`src/rtl/clk_div_multi.sv`:
```
// Multi-channel programmable clock divider with glitch-free reprogramming.
// Optional clk_pulse output when CLK_DIV_PULSE_OUT_EN is defined.
module clk_div_multi #(
  parameter int CH           = 4,
  parameter int DIV_W        = 8,
  parameter int DEFAULT_HALF = 2,
  localparam int CW          = (CH > 1) ? $clog2(CH) : 1
) (
  input  logic             clock,
  input  logic             reset,
  input  logic [CH-1:0]    ch_en,
  input  logic             cfg_valid,
  input  logic [CW-1:0]    cfg_ch,
  input  logic [DIV_W-1:0] cfg_half,
  output logic             cfg_ready,
  input  logic             sync_req,
`ifdef CLK_DIV_PULSE_OUT_EN
  output logic [CH-1:0]    clk_pulse,
`endif
  output logic [CH-1:0]    clk_out,
  output logic [CH-1:0]    pending
);

  localparam logic [DIV_W-1:0] RST_HALF = DIV_W'(DEFAULT_HALF);

  // A write is only accepted into a channel whose stage slot is free.
  always_comb begin
    cfg_ready = 1'b0;
    for (int k = 0; k < CH; k++) begin
      if (cfg_ch == CW'(k)) begin
        cfg_ready = ~pending[k];
      end
    end
  end

  for (genvar g = 0; g < CH; g++) begin : g_ch
    logic [DIV_W-1:0] cnt;
    logic [DIV_W-1:0] half;
    logic [DIV_W-1:0] stage;
    logic [DIV_W-1:0] eff;
    logic [DIV_W-1:0] last;
    logic             out;
    logic             pend;
    logic             run;
    logic             wrap;
    logic             acc;
    logic             apply;
    logic             do_off;
    logic             do_zero;
    logic             do_wrap;
    logic             do_inc;

    // half of 0 behaves as 1 so the channel still divides by 2
    assign eff  = (half == '0) ? DIV_W'(1) : half;
    assign last = eff - DIV_W'(1);
    assign wrap = (cnt >= last);

    // run remembers last edge's enable, so the first enabled edge
    // starts a fresh phase just like a sync does
    assign do_off  = ~ch_en[g];
    assign do_zero = ch_en[g] & (sync_req | ~run);
    assign do_wrap = ch_en[g] & run & ~sync_req & wrap;
    assign do_inc  = ch_en[g] & run & ~sync_req & ~wrap;

    assign acc   = cfg_valid & cfg_ready & (cfg_ch == CW'(g));
    // new half only lands at the end of a full period
    assign apply = pend & (do_off | sync_req | (do_wrap & out));

    // Half-period counter and divided output
    always_ff @(posedge clock) begin
      if (reset) begin
        cnt <= '0;
        out <= 1'b0;
        run <= 1'b0;
      end else begin
        run <= ch_en[g];
        unique case (1'b1)
          do_off, do_zero: begin
            cnt <= '0;
            out <= 1'b0;
          end
          do_wrap: begin
            cnt <= '0;
            out <= ~out;
          end
          do_inc: begin
            cnt <= cnt + DIV_W'(1);
          end
          default: begin
            cnt <= cnt;
          end
        endcase
      end
    end

    // Staged half-period and its hand-over into the live divider
    always_ff @(posedge clock) begin
      if (reset) begin
        half  <= RST_HALF;
        stage <= RST_HALF;
        pend  <= 1'b0;
      end else begin
        if (apply) begin
          half <= stage;
          pend <= 1'b0;
        end
        if (acc) begin
          stage <= cfg_half;
          pend  <= 1'b1;
        end
      end
    end

`ifdef CLK_DIV_PULSE_OUT_EN
    logic pulse;

    // One-clock strobe on the same edge that raises out
    always_ff @(posedge clock) begin
      if (reset) begin
        pulse <= 1'b0;
      end else begin
        pulse <= do_wrap & ~out;
      end
    end

    assign clk_pulse[g] = pulse;
`endif

    assign clk_out[g] = out;
    assign pending[g] = pend;
  end

endmodule
```
`config.mk`:
```
export PLATFORM = sky130hd
export DESIGN_NAME = clk_div_multi
export DESIGN_NICKNAME = d
export VERILOG_FILES = /design/src/rtl/clk_div_multi.sv
export SDC_FILE = /design/constraint.sdc
export NUM_CORES = 1
export LEC_CHECK = 0
export BUFFER_PORTS_ARGS = -buffer_cell sky130_fd_sc_hd__buf_4
export CAP_MARGIN = 20
export CORE_ASPECT_RATIO = 1.4
export CORE_UTILIZATION = 55
export DETAILED_ROUTE_END_ITERATION = 6
export GPL_ROUTABILITY_DRIVEN = 0
export MAX_ROUTING_LAYER = met4
export PLACE_DENSITY = 0.73
export SYNTH_ARGS = -nofsm -noshare
export SYNTH_HDL_FRONTEND = slang
export SYNTH_SLANG_ARGS = --single-unit
```
`constraint.sdc`:
```
create_clock -name clock -period 3.95 [get_ports clock]
set_clock_uncertainty 0.15 [all_clocks]
set_input_delay 0.1975 -clock clock [delete_from_list [all_inputs] [get_ports clock]]
set_output_delay 0.1975 -clock clock [all_outputs]
set_load 0.01 [all_outputs]
```
==> out/qor.yml <==
run_status:
  status: "finished clean"
cts:
  clk_pin_slew_ns: 0.08
  clk_latency_ns: 0.34
  numCtsBuffers: 9
  htreeDepth: 3
  cts_buffer_depth: 2
  clock_sinks: 108
  cts_root_buffer: "clkbuf_16"
  cts_resized: 0
  tritoncts: "built"
floorplanning:
  die_h_um: 122
  dieArea_um2: 10700
  fp.coreArea_um2: 9950
  dieWidth_um: 87.5
  start_util: 0.566
  rows: 43
  pin_count: 27
global_routing:
  grt-ovfl-total: 0
  grt_pass1_vias: 4129
  grtUsageTotal: 0.226
  grt_max_degree: 105
  antenna_found_initial: 0
  grt_pass1_wl_um: 18400
setup_path:
  cp.arrival_ns: 3.65
  worstPathRequired_ns: 4.07
  path_max_fanout: 8
  worstSetupPathType: "flop to flop"
  cp-end-kind: "flop"
  cp-start-kind: "flop"
timing:
  slew_violations: 0
  setup_viol: 0
  fin_hold_ws_ns: 0.115
  hold_viol: 0
  timing.final.crit_period_ns: 3.53
  period_share: 0.893
  fmax_mhz: 283
  rsz0062_at_grt: "no"
  tns_ns: 0
  tightest_slew_ns: 0.811
  slew_headroom: 0.455
power:
  p_leak_nw: 2.35
  ir_drop_uv: 279
  p_per_area_nw_per_um2: 353
routing:
  first_pass_iters: 4
  drc: 0
  drt_iter0_markers: 168
  via_count: 4303
  detail_route.wl_per_cell_um: 13.7
  totalWireLength_um: 11100
  postRouteAntennaNets: 0
  via_per_inst: 5.34
final_layout:
  layout-drive-gt1-share: 0.0835
  final_core_util: 0.634
  seqCellArea_um2: 2160
  multi_input_area_um2: 3240
  syn2layout_area_growth_pct: 12.1
  antennaDiodeCount: 0
  nets: 724
  fillers: 861
synth:
  synth_cells: 641
  synth_largest_area_cell: "dfxtp_1"
  synth_warnings: 0
  synth_cell_types: 50
  ys_seq_area_frac: 0.384
  async_reset_ff_frac: 0
  yosys-top-cells-area: "dfxtp_1, ha_1, mux2i_1"
  synthFlopType: "dfxtp_1"
  netlist_area_um2: 5630
  postSynthAreaPerCell_um2: 8.79
  syn-num-nets: 699
  synth_top_area_share: 0.384
  synth-edff-count: 0
  ys_ff_latch: 108
job:
  drv_cap: 0
hold_path:
  hold_class: "primary input to flop"
place:
  dpl.hpwl_um: 7970
  portBuffers: 26
-- cell usage in the layout (no fill, tap or decap), types with 3 or more instances in the layout --
| cell | n |
|---|---|
| nor2_1 | 74 |
| nor4_1 | 7 |
| xor2_1 | 29 |
| nand3b_1 | 4 |
| a21oi_1 | 35 |
| or3_1 | 3 |
| nand3_1 | 26 |
| buf_4 | 31 |
| nor2b_1 | 4 |
| nand2b_1 | 65 |
| xnor2_1 | 12 |
| mux2i_1 | 43 |
| nor4b_1 | 3 |
| a31oi_1 | 3 |
| dfxtp_1 | 108 |
| dlygate4sd3_1 | 12 |
| nor3b_1 | 6 |
| ha_1 | 40 |
| and3_1 | 12 |
| nor3_1 | 8 |
| o21ai_0 | 15 |
| clkbuf_16 | 9 |
| nand2_1 | 63 |
| inv_1 | 17 |
-- cell families after synthesis --
group / share of synthesized area
buffers and inverters: 0.0406
flip-flops: 0.384
AO/OA/AOI/OAI: 0.0869
multiplexers: 0.0784
AND/OR/NAND/NOR: 0.258
XOR/XNOR: 0.0637
adder cells (fa/ha/maj): 0.0888
-- worst max-delay path, cell delays in order (launching register included) --
cell	delay, ns
dfxtp_1	0.35
or4_1	0.58
nor3_1	0.22
a21oi_1	0.13
ha_1	0.23
inv_1	0.06
nor2_1	0.05
xnor2_1	0.12
ha_1	0.33
nand4_1	0.10
o31a_1	0.37
a21oi_2	0.49
mux2i_1	0.26
-- cell type report --
class | count | area share
Multi-Input combinational cell | 487 | 0.513
Sequential cell | 108 | 0.342
Timing Repair Buffer | 43 | 0.0559
Clock buffer | 10 | 0.0378
Tap cell | 135 | 0.0267
Clock inverter | 6 | 0.0137
Inverter | 17 | 0.0101
-- report_power, final --
group	internal (W)	switching, W	total [W]
Clock	0.000573	0.000404	0.000978
Combinational	0.0000661	0.0000711	0.000137
Sequential	0.00111	0.0000117	0.00112
Total	0.00174	0.000487	0.00223
-- through the flow --
stage / cells / cell area, um2 / total power, W / worst slack (ns)
after global placement: 778 / 5870 / 0.00127 / 0.573
final: 806 / 6310 / 0.00223 / 0.421
after floorplan: 641 / 5630 / 0.00123 / 0.748
after CTS: 806 / 6310 / 0.00225 / 0.402
after global routing: 806 / 6310 / 0.00232 / 0.103
after detailed placement: 778 / 5870 / 0.00127 / 0.437
-- Yosys cell counts (13+ instances only) --
library cell and n:
xor2_1 29, nand2_1 63, nand3_1 26, nor2_1 74, ha_1 40, clkbuf_1 13
inv_1 17, a21oi_1 35, nand2b_1 65, o21ai_0 15, mux2i_1 43, dfxtp_1 108
-- registers in the layout, indices dropped and copies added, names as in the netlist --
register / cells
g_ch.cnt: 32
g_ch.half: 32
g_ch.out: 4
g_ch.pend: 4
g_ch.run: 4
g_ch.stage: 32
-- final timing paths --
kind	start	to	slack (ns)	cells after the start
setup / recovery	g_ch[0].half[2]$_SDFFE_PP0P_	g_ch[0].half[3]$_SDFFE_PP0P_	0.42	12
hold / removal	reset	g_ch[0].out$_SDFFE_PP0P_	0.12	4
setup reg to reg	g_ch[0].half[2]$_SDFFE_PP0P_	g_ch[0].half[3]$_SDFFE_PP0P_	0.42	12
hold reg to reg	g_ch[3].stage[5]$_SDFFE_PP0P_	g_ch[3].stage[5]$_SDFFE_PP0P_	0.31	2
-- routing by layer --
metal | track usage | vias up | wire length (um)
met1 | 0.255 | 1978 | 4900
li1 | - | 2240 | -
met5 | - | - | 0
met4 | 0.0850 | 0 | 316
met3 | 0.0474 | 27 | 309
met2 | 0.390 | 58 | 5540
-- what timing repair did --
action | CTS | global route
setup buffers | 0 | 0
hold buffers | 12 | 0
hold endpoints to repair | 36 | 0
Note: power is estimated with default switching activity, not from simulation.
